**src/rtl/fetch_pkg.sv**
```systemverilog
// Shared types and constants for the fetch-stage controller.
package fetch_pkg;

    typedef enum logic [1:0] {
        S_IDLE,
        S_REQ,
        S_WAIT,
        S_HOLD
    } fetch_state_t;

    localparam int INST_BYTES = 4;

endpackage

```
**src/rtl/fetch_ctrl.sv**
```systemverilog
// Fetch-stage sequencer: owns the PC, keeps one imem request in flight at a time,
// hands instructions to decode and squashes work made stale by a redirect.
//
// state  | meaning
// S_IDLE | one settling cycle after reset
// S_REQ  | request for pc presented to imem
// S_WAIT | request accepted, waiting for the response (drop=1 discards it)
// S_HOLD | instruction presented to decode
module fetch_ctrl
    import fetch_pkg::*;
#(
    parameter int          N        = 64,
    parameter int          W        = 32,
    parameter logic [N-1:0] RESET_PC = '0,
    parameter int          CNT_W    = 32
) (
    input  logic             clk,
    input  logic             reset,
    input  logic             redirect_valid,
    input  logic [N-1:0]     redirect_pc,
    output logic             imem_req_valid,
    input  logic             imem_req_ready,
    output logic [N-1:0]     imem_req_addr,
    input  logic             imem_resp_valid,
    input  logic [W-1:0]     imem_resp_data,
    output logic             inst_valid,
    input  logic             inst_ready,
    output logic [W-1:0]     inst_data,
    output logic [N-1:0]     inst_pc,
    output logic [CNT_W-1:0] fetch_count
);

    fetch_state_t     state_q, state_d;
    logic [N-1:0]     pc_q, pc_d;
    logic [N-1:0]     req_pc_q, req_pc_d;
    logic             drop_q, drop_d;
    logic [W-1:0]     inst_data_q, inst_data_d;
    logic [N-1:0]     inst_pc_q, inst_pc_d;
    logic [CNT_W-1:0] fetch_count_q, fetch_count_d;

    logic [N-1:0]     redirect_target;
    logic [N-1:0]     pc_incr;

    // Low address bits are forced to zero so the PC stays word aligned.
    assign redirect_target = redirect_pc & ~N'(INST_BYTES - 1);
    assign pc_incr         = pc_q + N'(INST_BYTES);

    always_comb begin
        state_d       = state_q;
        pc_d          = pc_q;
        req_pc_d      = req_pc_q;
        drop_d        = drop_q;
        inst_data_d   = inst_data_q;
        inst_pc_d     = inst_pc_q;
        fetch_count_d = fetch_count_q;

        case (state_q)
            S_IDLE: begin
                state_d = S_REQ;
                if (redirect_valid) begin
                    pc_d = redirect_target;
                end
            end

            S_REQ: begin
                if (imem_req_ready) begin
                    state_d = S_WAIT;
                    if (redirect_valid) begin
                        pc_d   = redirect_target;
                        drop_d = 1'b1;
                    end else begin
                        req_pc_d = pc_q;
                        pc_d     = pc_incr;
                        drop_d   = 1'b0;
                    end
                end else if (redirect_valid) begin
                    pc_d = redirect_target;
                end
            end

            S_WAIT: begin
                if (imem_resp_valid) begin
                    if (!drop_q && !redirect_valid) begin
                        inst_data_d = imem_resp_data;
                        inst_pc_d   = req_pc_q;
                        state_d     = S_HOLD;
                    end else begin
                        drop_d  = 1'b0;
                        state_d = S_REQ;
                        if (redirect_valid) begin
                            pc_d = redirect_target;
                        end
                    end
                end else if (redirect_valid) begin
                    pc_d   = redirect_target;
                    drop_d = 1'b1;
                end
            end

            S_HOLD: begin
                // A squashed instruction is never counted, even if decode took it.
                if (redirect_valid) begin
                    pc_d    = redirect_target;
                    state_d = S_REQ;
                end else if (inst_ready) begin
                    fetch_count_d = fetch_count_q + CNT_W'(1);
                    state_d       = S_REQ;
                end
            end

            default: begin
                state_d = S_IDLE;
            end
        endcase
    end

    always_ff @(posedge clk or posedge reset) begin
        if (reset) begin
            state_q       <= S_IDLE;
            pc_q          <= RESET_PC;
            req_pc_q      <= '0;
            drop_q        <= 1'b0;
            inst_data_q   <= '0;
            inst_pc_q     <= '0;
            fetch_count_q <= '0;
        end else begin
            state_q       <= state_d;
            pc_q          <= pc_d;
            req_pc_q      <= req_pc_d;
            drop_q        <= drop_d;
            inst_data_q   <= inst_data_d;
            inst_pc_q     <= inst_pc_d;
            fetch_count_q <= fetch_count_d;
        end
    end

    assign imem_req_valid = (state_q == S_REQ);
    assign imem_req_addr  = pc_q;
    assign inst_valid     = (state_q == S_HOLD);
    assign inst_data      = inst_data_q;
    assign inst_pc        = inst_pc_q;
    assign fetch_count    = fetch_count_q;

endmodule

```
**config.mk**
```make
export PLATFORM = sky130hd
export DESIGN_NAME = fetch_ctrl
export DESIGN_NICKNAME = d
export VERILOG_FILES = /design/src/rtl/fetch_pkg.sv /design/src/rtl/fetch_ctrl.sv
export SDC_FILE = /design/constraint.sdc
export NUM_CORES = 1
export LEC_CHECK = 0
export ABC_CLOCK_PERIOD_IN_PS = 7250
export BUFFER_PORTS_ARGS = -buffer_cell sky130_fd_sc_hd__clkbuf_2
export CORE_UTILIZATION = 50
export CTS_BUF_LIST = sky130_fd_sc_hd__clkbuf_4
export CTS_CLUSTER_SIZE = 8
export DETAILED_ROUTE_END_ITERATION = 10
export HOLD_SLACK_MARGIN = 0.05
export PLACE_DENSITY = 0.79
export SLEW_MARGIN = 15
export SYNTH_ARGS = -nofsm -noshare
export SYNTH_HDL_FRONTEND = slang
export SYNTH_SLANG_ARGS = --single-unit
```
**constraint.sdc**
```tcl
create_clock -name clk -period 7.25 [get_ports clk]
set_clock_uncertainty 0.1 [all_clocks]
set_input_delay 0.3625 -clock clk [delete_from_list [all_inputs] [get_ports clk]]
set_output_delay 0.3625 -clock clk [all_outputs]
set_load 0.05 [all_outputs]
```
==> impl_metrics.ini, run 1 <==
[global_route]
grt_pass1_wl_um = 55700
antenna_found_initial = 4
grt.overflow.total = 0
grt_max_degree = 134
grt_pass1_vias = 10800
gr-usage-all-layers = 0.295

[routing]
ant_nets = 0
drt-initial-drc-count = 904
wl_um = 35400
drc_errors = 0
num_vias = 10900
via_per_inst = 5.60
wl_per_cell_um = 18.2
drt_first_pass_iters = 6

[setup_path]
endpoint_kind = flip-flop
worstPathRequired_ns = 7.73
worstSetupPathType = flip-flop to flip-flop
worstRegToRegCells = 8
r2r_start = state_q[0]$_DFFE_PP0P_
start_kind = flip-flop
worstPathMaxFanout = 53
reg2reg_slack_ns = 4.15
r2r-end = imem_req_addr[49]$_DFFE_PP0N_
arrival_ns = 3.58

[power_and_ir_drop]
ir_worst_vdd_v = 0.000236
p_leak_nw = 7.62
power_density_nw_per_um2 = 362
finalPower_w = 0.00554

[die]
fp.dieW_um = 155
initial_core_util = 0.513
floorplan.io_pins = 296
die_h_um = 155
core_area_um2 = 22700
die-area_um2 = 23900
rows = 55

[sta]
slew_headroom = 0.206
fin_crit_ns = 3.10
finalSetupTns_ns = 0
max_freq_mhz = 322
setup_violations = 0
post-route-period-util = 0.428
slew_viol_final = 0
final_hold_viol_count = 0
tightest_slew_ns = 1.18
rsz0062_at_grt = false

[worst_hold_path]
hold_path.class = input pin to flip-flop
hold_start = inst_ready
min_to = state_q[0]$_DFFE_PP0P_
hold_depth = 5

[synth]
synth_top_family_by_area = simple AND/OR/NAND/NOR gates
yosys.area_share.xor_xnor = 0.0421
async_flop_share = 1.00
syn_area_um2 = 11600
synthFlopType = dfrtp_1
synth_warnings = 0
synth_fa_ha_area_frac = 0.00644
synthCells = 1187
synth_compound_area_frac = 0.0554
synthMuxAreaShare = 0.0643
ys_ff_latch = 259
synth_edf_count = 0
synth_cell_types = 50
ys_seq_area_frac = 0.556
syn_nets = 1295
synth-simple-area-share = 0.253
avgSynthCellArea_um2 = 9.81

[final_layout]
layout_commonest_cell = nand2_1
instances_no_fill = 1945
most-common-layout-cells = 369 x nand2_1, 292 x clkbuf_2, 259 x dfrtp_1
area_growth_pct = 31.5
drive_gt1_frac = 0.300
multi_input_area_um2 = 4940
final_nets = 1712
regArea_um2 = 6480
fillers = 1720

[clock_tree]
h-tree-depth = 3
clk_pin_slew_ns = 0.06
clockBufferDepth = 3
postCtsSetupRepairBufs = 0
clock-sinks = 259
cts_tree = built
insertion_delay_ns = 0.66
root_buffer = clkbuf_4
cts-buffers-inserted = 72

[placed_design]
placedCellCount = 1719
io_buffers = 293
hpwlAfterDp_um = 22100
gp_congestion = 0.846

[job]
maxCapViolations = 0

[outcome]
outcome = finished clean
==> worst max-delay path, stage by stage, from the launching register on <==
cell and delay [ns]:
dfrtp_1 0.42, inv_1 0.07, ha_1 0.27, and3b_1 0.23, nand2_4 0.42, buf_4 0.65
nand2_1 0.20, or4_1 0.50, nand3_1 0.10
==> flip-flops by register name (all words and copies together), names as in the netlist <==
| signal | count |
|---|---|
| state_q | 2 |
| inst_pc | 64 |
| fetch_count | 32 |
| imem_req_addr | 64 |
| drop_q | 1 |
| inst_data | 32 |
| req_pc_q | 64 |
==> power by group <==
| group | switching, W | total, W | internal [W] |
|---|---|---|---|
| registers | 0.000306 | 0.00218 | 0.00188 |
| clock network | 0.000607 | 0.00138 | 0.000771 |
| logic | 0.00144 | 0.00198 | 0.000535 |
| total | 0.00235 | 0.00554 | 0.00318 |
==> cell families after synthesis <==
group           Yosys count
compound gates           96
fa+ha+maj                 6
flops                   259
buf+inv                  69
mux                      67
xor+xnor                 56
simple gates            634
==> worst max path at each step <==
stage,endpoint,slack (ns),cells after the start,start
after CTS,imem_req_addr[49]$_DFFE_PP0N_,4.18,8,state_q[0]$_DFFE_PP0P_
after global routing,imem_req_addr[49]$_DFFE_PP0N_,3.99,8,state_q[0]$_DFFE_PP0P_
after global placement,imem_req_addr[49]$_DFFE_PP0N_,4.11,8,redirect_valid
after floorplan,drop_q$_DFFE_PP0P_,3.37,1,reset
final,imem_req_addr[49]$_DFFE_PP0N_,4.15,8,state_q[0]$_DFFE_PP0P_
after detailed placement,imem_req_addr[49]$_DFFE_PP0N_,4.06,8,redirect_valid
==> repair_timing <==
action / 4_1_cts / 5_1_grt
endpoints found under the hold margin: 163 / 0
gates resized for setup: 0 / 0
hold buffers: 96 / 0
==> synthesized netlist by cell type, types with 2 or more instances <==
| master | count | share of area |
|---|---|---|
| a211o_1 | 2 | 0.0015 |
| xnor2_1 | 36 | 0.027 |
| nor3_1 | 23 | 0.0099 |
| ha_1 | 6 | 0.0064 |
| buf_1 | 11 | 0.0035 |
| dfrtp_1 | 259 | 0.56 |
| nor4_1 | 18 | 0.0097 |
| or4_1 | 17 | 0.011 |
| a22oi_1 | 3 | 0.0019 |
| a21oi_1 | 4 | 0.0017 |
| o31ai_1 | 8 | 0.0052 |
| and2_1 | 8 | 0.0043 |
| nand4_1 | 43 | 0.023 |
| nand3b_1 | 2 | 0.0013 |
| and4_1 | 12 | 0.0090 |
| o311ai_0 | 10 | 0.0075 |
| a311oi_1 | 2 | 0.0015 |
| clkbuf_1 | 44 | 0.014 |
| nand3_1 | 56 | 0.024 |
| nand2b_1 | 7 | 0.0038 |
| o21ai_0 | 37 | 0.016 |
| nand2_1 | 370 | 0.12 |
| and3_1 | 11 | 0.0059 |
| buf_2 | 2 | 0.00086 |
| o31a_1 | 5 | 0.0038 |
| inv_1 | 12 | 0.0039 |
| o211a_1 | 2 | 0.0017 |
| nor2_1 | 38 | 0.012 |
| mux2_2 | 63 | 0.061 |
| nand4_2 | 2 | 0.0021 |
| or3_1 | 13 | 0.0070 |
| nor4_2 | 2 | 0.0021 |
| mux2i_1 | 4 | 0.0034 |
| a31oi_1 | 10 | 0.0054 |
| nor2b_1 | 4 | 0.0021 |
| xor2_1 | 20 | 0.015 |
| and3b_1 | 2 | 0.0015 |
| o211ai_1 | 7 | 0.0045 |
==> routing by layer <==
layer	share of wire	global-route usage	wire, um
met1	0.41	0.372	14400
met2	0.48	0.480	16900
met3	0.088	0.0799	3130
met4	0.028	0.125	997
met5	0	0	0
==> through the flow <==
stage | instance area, um2 | hold slack, ns | utilization | setup WS (ns)
final | 15300 | 0.117 | 0.674 | 4.15
after global routing | 15300 | 0.122 | 0.674 | 3.99
after CTS | 15300 | 0.0751 | 0.674 | 4.18
after detailed placement | 13400 | 0.347 | 0.590 | 4.06
after global placement | 13400 | 0.341 | 0.590 | 4.11
after floorplan | 11700 | 0.333 | - | 3.37
==> layout make-up <==
class,count,share of cell area
Tap cell,285,0.0233
Clock buffer,112,0.0549
Inverter,12,0.00319
Timing Repair Buffer,400,0.165
Clock inverter,12,0.00711
Sequential cell,259,0.423
Antenna cell,6,0.000980
Multi-Input combinational cell,859,0.323
Power figures use the tool's default switching activity.
==> run 2: changes to the inputs <==
Settings changed: ABC_CLOCK_PERIOD_IN_PS 7250 to 2510.
Clock period 7.25 ns to 2.51 ns, I/O delays scaled along.
==> impl_metrics.ini, run 2 (same netlist as run 1, synthesis figures left out) <==
[sta]
slew_headroom = 0.381
setup_violations = 0
fin_crit_ns = 2.42
max_freq_mhz = 414
finalSetupTns_ns = 0
slew_viol_final = 0
rsz0062_at_grt = false
tightest_slew_ns = 0.927
fin_ws_ns = 0.0935
final_hold_viol_count = 0
holdWs_ns = 0.121
post-route-period-util = 0.963

[die]
floorplan.io_pins = 296
rows = 55
fp.dieW_um = 155
die_h_um = 155
die-area_um2 = 23900
core_area_um2 = 22700
initial_core_util = 0.513

[final_layout]
regArea_um2 = 6480
most-common-layout-cells = 369 x nand2_1, 292 x clkbuf_2, 258 x dfrtp_1
postLayoutCoreUtil = 0.707
multi_input_area_um2 = 4990
final_nets = 1807
fillers = 1603
layout_commonest_cell = nand2_1
drive_gt1_frac = 0.328
area_growth_pct = 37.9

[setup_path]
start_kind = flip-flop
endpoint_kind = flip-flop
crit_path_top_delay_cell = or4_1
crit_buf_inv = 1
worstPathMaxFanout = 10
crit_family = simple AND/OR/NAND/NOR gates
worstSetupPathType = flip-flop to flip-flop
reg2reg_slack_ns = 0.09
crit_path_max_incr_delay_ns = 0.48
arrival_ns = 2.86
worstPathRequired_ns = 2.96
path_cells = inv_2, ha_4, and4_1, nand4_1, or2_4, or4_1, a31oi_1

[routing]
num_vias = 11400
ant_nets = 0
drt-initial-drc-count = 821
drc_errors = 0
drt_first_pass_iters = 6
wl_per_cell_um = 18.4
wl_um = 37200
via_per_inst = 5.63

[power_and_ir_drop]
finalPower_w = 0.0160
ir_worst_vdd_v = 0.000700
p_leak_nw = 8.02
power_density_nw_per_um2 = 993

[placed_design]
hpwlAfterDp_um = 24800
post-place-ws_ns = -0.138
io_buffers = 293
gp_congestion = 0.940

[job]
maxCapViolations = 0

[outcome]
outcome = finished clean

[clock_tree]
insertion_delay_ns = 0.66
clk_pin_slew_ns = 0.07
clock-sinks = 259
h-tree-depth = 3
clockBufferDepth = 3
root_buffer = clkbuf_4
cts-buffers-inserted = 69
cts_tree = built

[global_route]
gr-usage-all-layers = 0.318
grt_max_degree = 74
grt_pass1_vias = 11600
grt_pass1_wl_um = 59900
antenna_found_initial = 1
grt.overflow.total = 0

[worst_hold_path]
hold_path.class = input pin to flip-flop
-- run 2: where the power goes --
group / leakage (nW) / total, W / internal [W] / switching [W]
Combinational: 4.25 / 0.00605 / 0.00172 / 0.00433
Sequential: 3.28 / 0.00624 / 0.00542 / 0.000820
Clock: 0.491 / 0.00366 / 0.00195 / 0.00171
-- run 2: what timing repair did --
action | 4_1_cts | 5_1_grt
pin swaps | 0 | 1
resized for setup | 4 | 9
setup buffers | 0 | 2
cloned | 0 | 0
endpoints found under the hold margin | 190 | 0
hold buffers | 113 | 0
endpoints found under the setup margin | 9 | 21
-- run 2: cell type report --
class | count | area share
clock buffers | 96 | 0.0449
clock inverters | 13 | 0.00662
repair buffers | 498 | 0.209
flip-flops and latches | 259 | 0.404
well taps | 285 | 0.0222
multi-input cells | 859 | 0.311
inverters | 12 | 0.00304
diodes | 1 | 0.000156
-- run 2: tightest hold or removal path, delay by kind of cell --
family        cells  cell delay, ns
buf+inv           2            0.61
simple gates      2            0.10
-- run 2: path summary, 6_finish.rpt --
path / from / endpoint / cells past startpoint
max: state_q[1]$_DFFE_PP0P_ / imem_req_addr[39]$_DFFE_PP0N_ / 7
min: imem_resp_data[1] / inst_data[1]$_DFFE_PP0P_ / 4
max reg2reg: state_q[1]$_DFFE_PP0P_ / imem_req_addr[39]$_DFFE_PP0N_ / 7
min reg2reg: req_pc_q[50]$_DFFE_PP0P_ / inst_pc[50]$_DFFE_PP0P_ / 2
max in group asynchronous: reset / inst_pc[55]$_DFFE_PP0P_ / 4
min in group asynchronous: reset / fetch_count[15]$_DFFE_PP0P_ / 3
-- run 2: per-stage QoR --
| step | cell area (um2) | instances |
|---|---|---|
| CTS | 16000 | 2020 |
| global placement | 14000 | 1798 |
| finish | 16100 | 2023 |
| detailed placement | 14000 | 1798 |
| global route | 16100 | 2023 |
| floorplan | 11700 | 1187 |
-- run 2: per-layer routing --
metal / vias up / global-route usage / share of wire
met5: - / 0 / 0
met1: 5501 / 0.387 / 0.40
li1: 5166 / - / -
met2: 614 / 0.539 / 0.48
met4: 0 / 0.141 / 0.036
met3: 116 / 0.0740 / 0.081
